[config.mk]
export PLATFORM = sky130hd
export DESIGN_NAME = row_feeder
export DESIGN_NICKNAME = d
export VERILOG_FILES = /design/src/rtl/row_feeder.sv
export SDC_FILE = /design/constraint.sdc
export NUM_CORES = 1
export LEC_CHECK = 0
export CAP_MARGIN = 20
export CORE_ASPECT_RATIO = 0.75
export CORE_UTILIZATION = 50
export CTS_CLUSTER_DIAMETER = 80
export DETAILED_ROUTE_END_ITERATION = 10
export PLACE_DENSITY = 0.74
export SYNTH_ARGS = -nofsm -noshare
export SYNTH_HDL_FRONTEND = slang
export SYNTH_SLANG_ARGS = --single-unit
[constraint.sdc]
create_clock -name clk -period 2.1 [get_ports clk]
set_clock_uncertainty 0.05 [all_clocks]
set_input_delay 0.42 -clock clk [delete_from_list [all_inputs] [get_ports clk]]
set_output_delay 0.42 -clock clk [all_outputs]
set_load 0.03 [all_outputs]
[src/rtl/row_feeder.sv]
// -----------------------------------------------------------------------------
// row_feeder
//
// Transmit side of the cell-stream interface. Takes one row of cells as a
// parallel word over a valid/ready handshake and serialises it, MSB (cell 0)
// first, onto the single-bit din input of a row shredder. Every row is framed
// by a zero guard cell on each side so the edge cells see dead neighbours.
//
// Alongside the stream it produces cell_valid / cell_idx / row_done, delayed
// so they line up with the cycles in which the shredder's registered
// next_state output carries a real cell result.
//
// Ports:
//   clk        in   system clock, rising edge
//   rst        in   asynchronous reset, active low (0 = reset)
//   row_in     in   row word; bit WIDTH-1 is cell 0, bit 0 is cell WIDTH-1
//   row_valid  in   row_in is presented
//   row_ready  out  a row can be accepted this cycle (combinational)
//   dout       out  serial cell stream to the shredder
//   busy       out  a row is in LEAD/SHIFT/TRAIL
//   cell_valid out  shredder result for a real cell is present this cycle
//   cell_idx   out  index of that cell
//   row_done   out  pulse alongside cell_valid for the last cell of a row
// -----------------------------------------------------------------------------
module row_feeder #(
    parameter int WIDTH = 16,
    parameter int IDXW  = 4
) (
    input  logic             clk,
    input  logic             rst,
    input  logic [WIDTH-1:0] row_in,
    input  logic             row_valid,
    output logic             row_ready,
    output logic             dout,
    output logic             busy,
    output logic             cell_valid,
    output logic [IDXW-1:0]  cell_idx,
    output logic             row_done
);

    // Counter only has to hold WIDTH-1.
    localparam int CW = $clog2(WIDTH);

    typedef enum logic [1:0] {
        IDLE  = 2'd0,
        LEAD  = 2'd1,
        SHIFT = 2'd2,
        TRAIL = 2'd3
    } state_t;

    state_t           state_reg, state_next;
    logic [WIDTH-1:0] sr_reg, sr_next;
    logic [CW-1:0]    cnt_reg, cnt_next;
    logic             dout_reg, dout_next;
    logic             busy_reg;

    // Alignment pipeline: stage 1 plus the output registers form the 2-cycle
    // delay that matches the shredder's input register plus its output.
    logic             valid_d1_reg;
    logic [IDXW-1:0]  idx_d1_reg;
    logic             last_d1_reg;
    logic             cell_valid_reg;
    logic [IDXW-1:0]  cell_idx_reg;
    logic             row_done_reg;

    logic             xfer;
    logic [CW-1:0]    idx_cw;
    logic [IDXW-1:0]  idx_now;
    logic             shift_now;
    logic             last_now;

    // Ready is gated by reset so nothing is accepted while rst is asserted.
    assign row_ready = rst && ((state_reg == IDLE) || (state_reg == TRAIL));
    assign xfer      = row_valid && row_ready;

    // The register state names the cycle being driven on dout: while
    // state_reg is SHIFT, dout carries cell (WIDTH-1-cnt_reg).
    assign shift_now = (state_reg == SHIFT);
    assign last_now  = (cnt_reg == '0);
    assign idx_cw    = CW'(WIDTH - 1) - cnt_reg;
    assign idx_now   = IDXW'(idx_cw);

    // dout is registered, so the value for the following cycle is chosen here
    // from the shift register MSB and the register shifts as it is consumed.
    always_comb begin
        state_next = state_reg;
        sr_next    = sr_reg;
        cnt_next   = cnt_reg;
        dout_next  = 1'b0;
        unique case (state_reg)
            IDLE: begin
                if (xfer) begin
                    sr_next    = row_in;
                    state_next = LEAD;
                end
            end
            LEAD: begin
                dout_next  = sr_reg[WIDTH-1];
                sr_next    = {sr_reg[WIDTH-2:0], 1'b0};
                cnt_next   = CW'(WIDTH - 1);
                state_next = SHIFT;
            end
            SHIFT: begin
                if (last_now) begin
                    // Next cycle is the right guard.
                    state_next = TRAIL;
                end else begin
                    dout_next = sr_reg[WIDTH-1];
                    sr_next   = {sr_reg[WIDTH-2:0], 1'b0};
                    cnt_next  = cnt_reg - 1'b1;
                end
            end
            TRAIL: begin
                if (xfer) begin
                    sr_next    = row_in;
                    state_next = LEAD;
                end else begin
                    state_next = IDLE;
                end
            end
            default: state_next = IDLE;
        endcase
    end

    always_ff @(posedge clk or negedge rst) begin
        if (!rst) begin
            state_reg <= IDLE;
            sr_reg    <= '0;
            cnt_reg   <= '0;
            dout_reg  <= 1'b0;
            busy_reg  <= 1'b0;
        end else begin
            state_reg <= state_next;
            sr_reg    <= sr_next;
            cnt_reg   <= cnt_next;
            dout_reg  <= dout_next;
            busy_reg  <= (state_next != IDLE);
        end
    end

    // Independent of the FSM so results of a row keep draining after the
    // FSM has moved on to the next row or back to IDLE.
    always_ff @(posedge clk or negedge rst) begin
        if (!rst) begin
            valid_d1_reg   <= 1'b0;
            idx_d1_reg     <= '0;
            last_d1_reg    <= 1'b0;
            cell_valid_reg <= 1'b0;
            cell_idx_reg   <= '0;
            row_done_reg   <= 1'b0;
        end else begin
            valid_d1_reg   <= shift_now;
            idx_d1_reg     <= shift_now ? idx_now : '0;
            last_d1_reg    <= shift_now && last_now;
            cell_valid_reg <= valid_d1_reg;
            cell_idx_reg   <= idx_d1_reg;
            row_done_reg   <= last_d1_reg;
        end
    end

    assign dout       = dout_reg;
    assign busy       = busy_reg;
    assign cell_valid = cell_valid_reg;
    assign cell_idx   = cell_idx_reg;
    assign row_done   = row_done_reg;

endmodule

==> results of run 1 <==
## worst max-delay path: cells and delay by family, from the launching register on
family                     cells  cell delay, ns
adders and majority gates      1            0.31
buffers and inverters          2            0.47
DFF                            1            0.36
and+or+nand+nor                1            0.11
## through the flow
stage                     utilization  area (um2)  hold WS, ns
after floorplan                     -        1790       0.0744
after global placement          0.625        2100        0.281
after detailed placement        0.625        2100        0.286
after CTS                       0.658        2210       0.0129
after global routing            0.658        2210       0.0258
final                           0.658        2210       0.0155
## power by group
part	switching [mW]	internal, mW	total, mW
Combinational	0.618	0.510	1.13
Sequential	0.148	0.919	1.07
Clock	0.255	0.351	0.606
Total	1.02	1.78	2.80
## logic make-up (layout without fill, tap and decap cells)
logic type | Yosys count | after routing | share of synthesized area
compound gates | 31 | 31 | 0.147
fa+ha+maj | 5 | 5 | 0.0349
buf+inv | 21 | 50 | 0.0579
flops | 36 | 36 | 0.502
simple gates | 75 | 75 | 0.258
## worst max path at each step
stage	start	to	slack [ns]	cells past startpoint
3_3_place_gp	state_reg[1]	row_ready	0.16	4
6_report	state_reg[0]	row_ready	0.10	4
5_1_grt	state_reg[1]	row_ready	0.00001	4
2_1_floorplan	state_reg[0]	row_ready	0.04	5
4_1_cts	state_reg[1]	row_ready	0.09	4
3_5_place_dp	state_reg[1]	row_ready	0.14	4
## layout by cell type (no fill, tap or decap), types with 2 or more instances in the layout
cell type,synthesis,final
clkbuf_8,0,5
o21ai_0,4,4
nand2_1,5,5
nand3b_1,2,2
a22o_1,2,2
ha_1,5,5
clkdlybuf4s50_1,0,25
inv_1,5,5
buf_4,0,9
nand4b_1,14,14
a21oi_1,2,2
dfrtp_1,36,36
nand3_1,29,29
a22oi_1,8,8
a22oi_2,7,7
nor2b_1,19,19
## layer usage
metal | GRT usage | vias up | routed length [um]
met5 | 0 | - | 0
li1 | - | 664 | -
met2 | 0.322 | 39 | 1650
met1 | 0.290 | 693 | 1660
met4 | 0.0900 | 0 | 57
met3 | 0.0449 | 8 | 212
## cell type report
| cell class | count | area (um2) | area share |
|---|---|---|---|
| Clock buffer | 5 | 68.8 | 0.0312 |
| Clock inverter | 3 | 42.5 | 0.0193 |
| Inverter | 6 | 25.0 | 0.0113 |
| Multi-Input combinational cell | 111 | 788 | 0.357 |
| Sequential cell | 36 | 901 | 0.408 |
| Tap cell | 40 | 50.0 | 0.0227 |
| Timing Repair Buffer | 36 | 332 | 0.150 |
## timing repair
item | in CTS | in global routing
resized for setup | 1 | 0
endpoints found under the hold margin | 0 | 0
hold buffers | 0 | 0
setup endpoints to repair | 1 | 0
==> flow_summary.json, run 1 <==
{
  "status": "finished, violations left",
  "violations": "design-rule violations",
  "synth_area_mm2": 0.00179,
  "worst_setup_path_end_kind": "output pin",
  "die_area_mm2": 0.00383,
  "start_util": 0.534,
  "tightest_slew_ns": 0.484,
  "grt_start_max_net_pins": 59,
  "fmax_mhz": 501,
  "timing.rr.start": "cnt_reg[0]",
  "ioPinCount": 28,
  "yosysTopAreaCell": "dfrtp_1",
  "hold_violations": 0,
  "place_congestion": 0.772,
  "reg2reg_depth": 6,
  "preCtsSetupSlack_ns": 0.137,
  "fillCellCount": 267,
  "first_pass_iters": 7,
  "setup_slack_ns": 0.103,
  "instances_no_fill": 237,
  "critPathSlowestCell": "dlygate4sd2_1",
  "grt_pass1_vias": 1269,
  "wirelength_um": 3580,
  "grt_pass1_wl_um": 5890,
  "clock_path_buffers": 2,
  "reg2reg_to": "sr_reg[0]",
  "via_per_inst": 5.92,
  "syn-num-nets": 192,
  "cp.arrival_ns": 1.53,
  "synth-edff-count": 0,
  "clock-root-buffer": "clkbuf_8",
  "ys_seq_area_frac": 0.502,
  "largest_register_ffs": 16,
  "clk_pin_slew_ns": 0.07,
  "reg2reg_slack_ns": 0.25,
  "finalSetupViolCount": 0,
  "place_hpwl_um": 2360,
  "vias": 1404,
  "synthFlopType": "dfrtp_1",
  "synth_common_cells": "dfrtp_1, nand3_1, nor2b_1",
  "rows": 18,
  "synthArstFlopShare": 1.00,
  "drive_gt1_frac": 0.137,
  "grt_usage": 0.209,
  "die_h_um": 53.9,
  "rsz0062_at_grt": "no",
  "antenna_cells": 0,
  "max_cap_viol_count": 0,
  "cts_tree": "done",
  "final_nets": 220,
  "setup_tns_ns": 0,
  "drt-initial-drc-count": 101,
  "drtAntennaViolNets": 0,
  "clock_latency_ns": 0.29,
  "crit_type": "flip-flop to output pin",
  "cp-start-kind": "flip-flop",
  "post_cts_buffers": 0,
  "path_cells": "inv_1, ha_1, nor2b_1, dlygate4sd2_1",
  "hold_path_class": "primary input to asynchronous set/reset pin",
  "power.density_mw_per_mm2": 1270,
  "clock-sinks": 36,
  "worstPathRequired_ns": 1.63,
  "synth_most_common_cell": "dfrtp_1",
  "p_leak_nw": 0.973,
  "post-route-period-util": 0.951,
  "io_buffer_count": 27,
  "avgSynthCellArea_um2": 10.7,
  "synth.distinct_cells": 32,
  "drt-wirelength-per-cell_um": 15.1,
  "total_power_mw": 2.80,
  "dp.cells": 229,
  "numCtsBuffers": 5,
  "core_mm2": 0.00336,
  "h-tree-depth": 2,
  "synth_top_area_frac": 0.502,
  "slew_headroom": 0.678,
  "antenna_found_initial": 0,
  "period_needed_ns": 2.00,
  "maxSlewViolCount": 0,
  "slowest_delay_ns": 0.40,
  "path_max_fanout": 2,
  "die_w_um": 71.1,
  "ir_worst_vdd_v": 0.00142,
  "ys_seq_elements": 36,
  "ys_warn_count": 0,
  "syn2layout_area_growth_pct": 23.1,
  "gr-total-overflow": 0,
  "synthTopCellsByArea": "dfrtp_1, nand3_1, nand4b_1, nor2b_1, a22oi_2",
  "post-route-drc-count": 3,
  "syn-instance-count": 168
}
Power figures use the tool's default switching activity.
==> inputs of run 2 (changes only) <==
--- a/config.mk
+++ b/config.mk
@@ -7,6 +7,7 @@
 export LEC_CHECK = 0
 export CAP_MARGIN = 20
-export CORE_ASPECT_RATIO = 0.75
+export CORE_ASPECT_RATIO = 1.5
 export CORE_UTILIZATION = 50
+export CTS_BUF_LIST = sky130_fd_sc_hd__clkbuf_8 sky130_fd_sc_hd__clkbuf_16
 export CTS_CLUSTER_DIAMETER = 80
 export DETAILED_ROUTE_END_ITERATION = 10
==> constraint.sdc (replaced) <==
create_clock -name clk -period 2.1 [get_ports clk]
set_clock_uncertainty 0.05 [all_clocks]
set_input_delay 0.21 -clock clk [delete_from_list [all_inputs] [get_ports clk]]
set_output_delay 0.21 -clock clk [all_outputs]
set_load 0.03 [all_outputs]
==> run 2 against run 1 <==
Compared with the run above:
- the run now ends clean
- die area barely moved
- combinational power about the same
- wire length rose by 3.4%
- maximum frequency up 7.8%
- clock power is 25% lower
- flip-flop and latch count is the same
- final area down 1.3%
- final cell count rose by 0.42%
- register-to-register slack improved by 0.08 ns
- largest power group unchanged
==> flow_summary.json, run 2 (same netlist as run 1, synthesis figures left out) <==
{
  "slowest_delay_ns": 0.40,
  "grt_pass1_wl_um": 6160,
  "power.density_mw_per_mm2": 1210,
  "clock_path_buffers": 2,
  "clock-sinks": 36,
  "fmax_mhz": 540,
  "wirelength_um": 3700,
  "numCtsBuffers": 5,
  "layout_commonest_cell": "dfrtp_1",
  "timing.rr.start": "state_reg[0]",
  "largest_register_ffs": 16,
  "ir_worst_vdd_v": 0.000888,
  "rsz0062_at_grt": "no",
  "die_area_mm2": 0.00383,
  "clock-root-buffer": "clkbuf_8",
  "antenna_cells": 0,
  "cts_tree": "done",
  "tightest_slew_ns": 0.645,
  "gr-total-overflow": 0,
  "first_pass_iters": 4,
  "final_nets": 220,
  "worst_setup_path_end_kind": "output pin",
  "critPathSlowestCell": "dfrtp_1",
  "holdPathStages": 0,
  "die_w_um": 50.9,
  "drt-initial-drc-count": 53,
  "hold_path_class": "flip-flop to flip-flop",
  "crit_type": "flip-flop to output pin",
  "place_hpwl_um": 2560,
  "grt_pass1_vias": 1348,
  "path_cells": "inv_1, ha_1, nor2b_1, dlygate4sd2_1",
  "post_cts_buffers": 0,
  "hold_violations": 0,
  "mostFrequentLayoutCells": "dfrtp_1, nand3_1, clkdlybuf4s50_1",
  "max_cap_viol_count": 0,
  "ioPinCount": 28,
  "drt-wirelength-per-cell_um": 15.6,
  "start_util": 0.525,
  "worstPathRequired_ns": 1.84,
  "cp-start-kind": "flip-flop",
  "setup_tns_ns": 0,
  "clock_latency_ns": 0.29,
  "maxSlewViolCount": 0,
  "vias": 1387,
  "grt_start_max_net_pins": 59,
  "status": "finished clean",
  "place_congestion": 0.876,
  "cp.arrival_ns": 1.59,
  "period_needed_ns": 1.85,
  "reg2reg_slack_ns": 0.33,
  "drtAntennaViolNets": 0,
  "syn2layout_area_growth_pct": 21.5,
  "via_per_inst": 5.83,
  "clk_pin_slew_ns": 0.07,
  "min_to": "row_done",
  "reg2reg_to": "sr_reg[1]",
  "antenna_found_initial": 0,
  "io_buffer_count": 27,
  "die_h_um": 75.3,
  "hp-start": "last_d1_reg",
  "path_max_fanout": 4,
  "core_mm2": 0.00342,
  "rows": 26,
  "total_power_mw": 2.65,
  "drive_gt1_frac": 0.122,
  "p_leak_nw": 0.962,
  "reg2reg_depth": 6,
  "post-route-period-util": 0.882,
  "post-route-drc-count": 0,
  "grt_usage": 0.224,
  "finalSetupViolCount": 0,
  "h-tree-depth": 2,
  "slew_headroom": 0.569
}
==> run 2: cell count changes in the layout (fill, tap and decap cells not counted) <==
cell,change
buf_4,-1
bufinv_16,-1
clkinvlp_4,-1
dlygate4sd3_1,+1
inv_1,+1
==> run 2: how the worst max path moves through the flow <==
stage | from | cells past startpoint | endpoint
floorplan | state_reg[0] | 5 | row_ready
global placement | state_reg[0] | 4 | row_ready
detailed placement | state_reg[0] | 4 | row_ready
CTS | state_reg[0] | 4 | row_ready
global route | state_reg[0] | 4 | row_ready
finish | state_reg[0] | 4 | row_ready
==> run 2: critical path, delay by kind of cell, from the launching register on <==
kind	cells	cell delay, ns
adder cells (fa/ha/maj)	1	0.31
buffers and inverters	2	0.49
flip-flops	1	0.40
AND/OR/NAND/NOR	1	0.10
==> run 2: per-layer routing <==
metal  track usage  vias up  wire length [um]
li1              -      665                 -
met1         0.264      674              1480
met2         0.357       36              1960
met3        0.0679       12               124
met4         0.145        0               136
met5             0        -                 0
==> run 2: what timing repair did <==
item	CTS	global route
hold buffers	1	0
setup endpoints to repair	1	0
gates resized for setup	1	0
hold endpoints to repair	36	0
==> run 2: final cells by class <==
cell class | instances | area [um2]
fill | 292 | 1240
sequential | 36 | 901
multi-input combinational | 111 | 788
timing repair buffer | 36 | 334
clock buffer | 5 | 68.8
tap | 42 | 52.6
inverter | 6 | 25.0
clock inverter | 2 | 8.76
==> run 2: metrics by stage <==
step	hold slack, ns	std cells	area (um2)	utilization	setup slack (ns)
global placement	0.183	230	2090	0.612	0.322
floorplan	-0.136	168	1790	-	0.250
global route	0.310	238	2180	0.638	0.124
finish	0.298	238	2180	0.638	0.248
detailed placement	0.192	230	2090	0.612	0.269
CTS	0.301	238	2180	0.638	0.225
==> run 2: power by group <==
group	total [mW]	internal, mW	switching, mW
clock	0.453	0.220	0.233
sequential	1.07	0.920	0.151
combinational	1.12	0.505	0.617
==> inputs of run 3 (changes only) <==
Settings changed: ABC_AREA set to 0, CORE_MARGIN set to 2.
==> run 3 against run 2 <==
Compared with the run above:
- critical path type unchanged
- largest cell class unchanged
- non-clock buffer count is the same
- final area grew 0.57%
- critical path depth is the same
- die area grew 6.7%
- global-route usage shrank 1.7 points
- power grew 1.9%
- register-to-register slack is essentially flat
- worst setup slack lost 0.016 ns
- hold slack lost 0.051 ns
- via count grew 2.0%
- first-iteration DRC count shrank 53%
==> flow_summary.json, run 3 (same netlist as run 1, synthesis figures left out) <==
{
  "max_cap_viol_count": 0,
  "rsz0062_at_grt": "no",
  "wirelength_um": 3710,
  "drtAntennaViolNets": 0,
  "worst-path-buf-inv": 2,
  "reg2reg_depth": 6,
  "crit_type": "flip-flop to output pin",
  "numCtsBuffers": 5,
  "gr-total-overflow": 0,
  "critPathSlowestCell": "dfrtp_1",
  "io_buffer_count": 27,
  "reg2reg_slack_ns": 0.33,
  "cts_tree": "done",
  "die_w_um": 52.9,
  "place_hpwl_um": 2620,
  "seq_area_um2": 901,
  "crit_family": "buffers and inverters",
  "start_util": 0.525,
  "h-tree-depth": 2,
  "maxSlewViolCount": 0,
  "final_nets": 220,
  "core_mm2": 0.00342,
  "clk_pin_slew_ns": 0.07,
  "largest_register_ffs": 16,
  "antenna_found_initial": 0,
  "first_pass_iters": 5,
  "grt_usage": 0.207,
  "path_max_fanout": 4,
  "clock-root-buffer": "clkbuf_8",
  "cp.arrival_ns": 1.61,
  "drt-initial-drc-count": 25,
  "mostFrequentLayoutCells": "dfrtp_1, nand3_1, clkdlybuf4s50_1",
  "layout_commonest_cell": "dfrtp_1",
  "path_cells": "inv_1, ha_1, nor2b_1, dlygate4sd2_1",
  "worst_setup_path_end_kind": "output pin",
  "ir_worst_vdd_v": 0.000775,
  "setup_tns_ns": 0,
  "clock_latency_ns": 0.29,
  "slew_headroom": 0.579,
  "post-route-drc-count": 0,
  "hold_path_class": "primary input to asynchronous set/reset pin",
  "die_h_um": 77.3,
  "timing.rr.start": "state_reg[0]",
  "place_congestion": 0.856,
  "multi_input_area_um2": 788,
  "cp-start-kind": "flip-flop",
  "drt-wirelength-per-cell_um": 15.5,
  "via_per_inst": 5.92,
  "fillCellCount": 288,
  "path_depth": 4,
  "period_needed_ns": 1.87,
  "fmax_mhz": 535,
  "tightest_slew_ns": 0.630,
  "place_area_mm2": 0.00209,
  "power.density_mw_per_mm2": 1230,
  "vias": 1415,
  "grt_pass1_wl_um": 6340,
  "slowest_delay_ns": 0.41,
  "die_area_mm2": 0.00409,
  "ioPinCount": 28,
  "p_leak_nw": 0.971,
  "rows": 26,
  "antenna_cells": 0,
  "clock_path_buffers": 2,
  "reg2reg_to": "sr_reg[5]",
  "drive_gt1_frac": 0.122,
  "syn2layout_area_growth_pct": 22.2,
  "hold_violations": 0,
  "status": "finished clean",
  "design_area_mm2": 0.00219,
  "clock-sinks": 36,
  "post-route-period-util": 0.890,
  "finalSetupViolCount": 0,
  "grt_pass1_vias": 1403,
  "worstPathRequired_ns": 1.84,
  "grt_start_max_net_pins": 59
}
## run 3: changes by cell type in the layout (fill, tap and decap cells not counted), sizes merged
cell / delta
inv: +1
clkinv: -1
clkbuf: +1
## run 3: power breakdown
| group | leakage, nW | total [mW] | internal, mW | switching [mW] |
|---|---|---|---|---|
| clock | 0.0538 | 0.498 | 0.258 | 0.241 |
| combinational | 0.461 | 1.12 | 0.504 | 0.619 |
| sequential | 0.457 | 1.07 | 0.919 | 0.154 |
## run 3: area by class of cell
class / count / share of cell area
timing repair buffer: 36 / 0.152
clock buffer: 6 / 0.0377
tap: 42 / 0.0240
sequential: 36 / 0.411
multi-input combinational: 111 / 0.360
inverter: 6 / 0.0114
clock inverter: 2 / 0.00343
## run 3: stage by stage
stage | power, mW | setup slack (ns) | util | instances | hold WS (ns)
finish | 2.69 | 0.232 | 0.641 | 239 | 0.247
global route | 2.91 | 0.0967 | 0.641 | 239 | 0.267
CTS | 2.72 | 0.210 | 0.641 | 239 | 0.252
detailed placement | 2.22 | 0.252 | 0.612 | 230 | 0.0286
global placement | 2.15 | 0.319 | 0.612 | 230 | 0.0247
floorplan | 1.90 | 0.250 | - | 168 | -0.136
## run 3: repair_timing
action,in CTS,in global routing
resized for setup,1,0
endpoints found under the hold margin,12,0
hold buffers,1,0
setup endpoints to repair,1,0
setup buffers,0,0
## run 3: how the worst max path moves through the flow
stage	from	to	slack [ns]
finish	state_reg[0]	row_ready	0.23
global placement	state_reg[0]	row_ready	0.32
global route	state_reg[0]	row_ready	0.1
detailed placement	state_reg[0]	row_ready	0.25
CTS	state_reg[0]	row_ready	0.21
floorplan	state_reg[0]	row_ready	0.25
## run 3: routing by layer
metal / GRT usage / vias up / part of all wire
met5: 0 / - / 0
met1: 0.260 / 702 / 0.40
met2: 0.330 / 39 / 0.54
li1: - / 667 / -
met3: 0.0596 / 7 / 0.043
met4: 0.0821 / 0 / 0.020
## run 3: worst register-to-register path: stages (launching register included)
cell and delay, ns:
dfrtp_1 0.41, inv_1 0.09, ha_1 0.31, buf_4 0.42
nor2b_1 0.15, a22oi_2 0.13, nand3_1 0.11
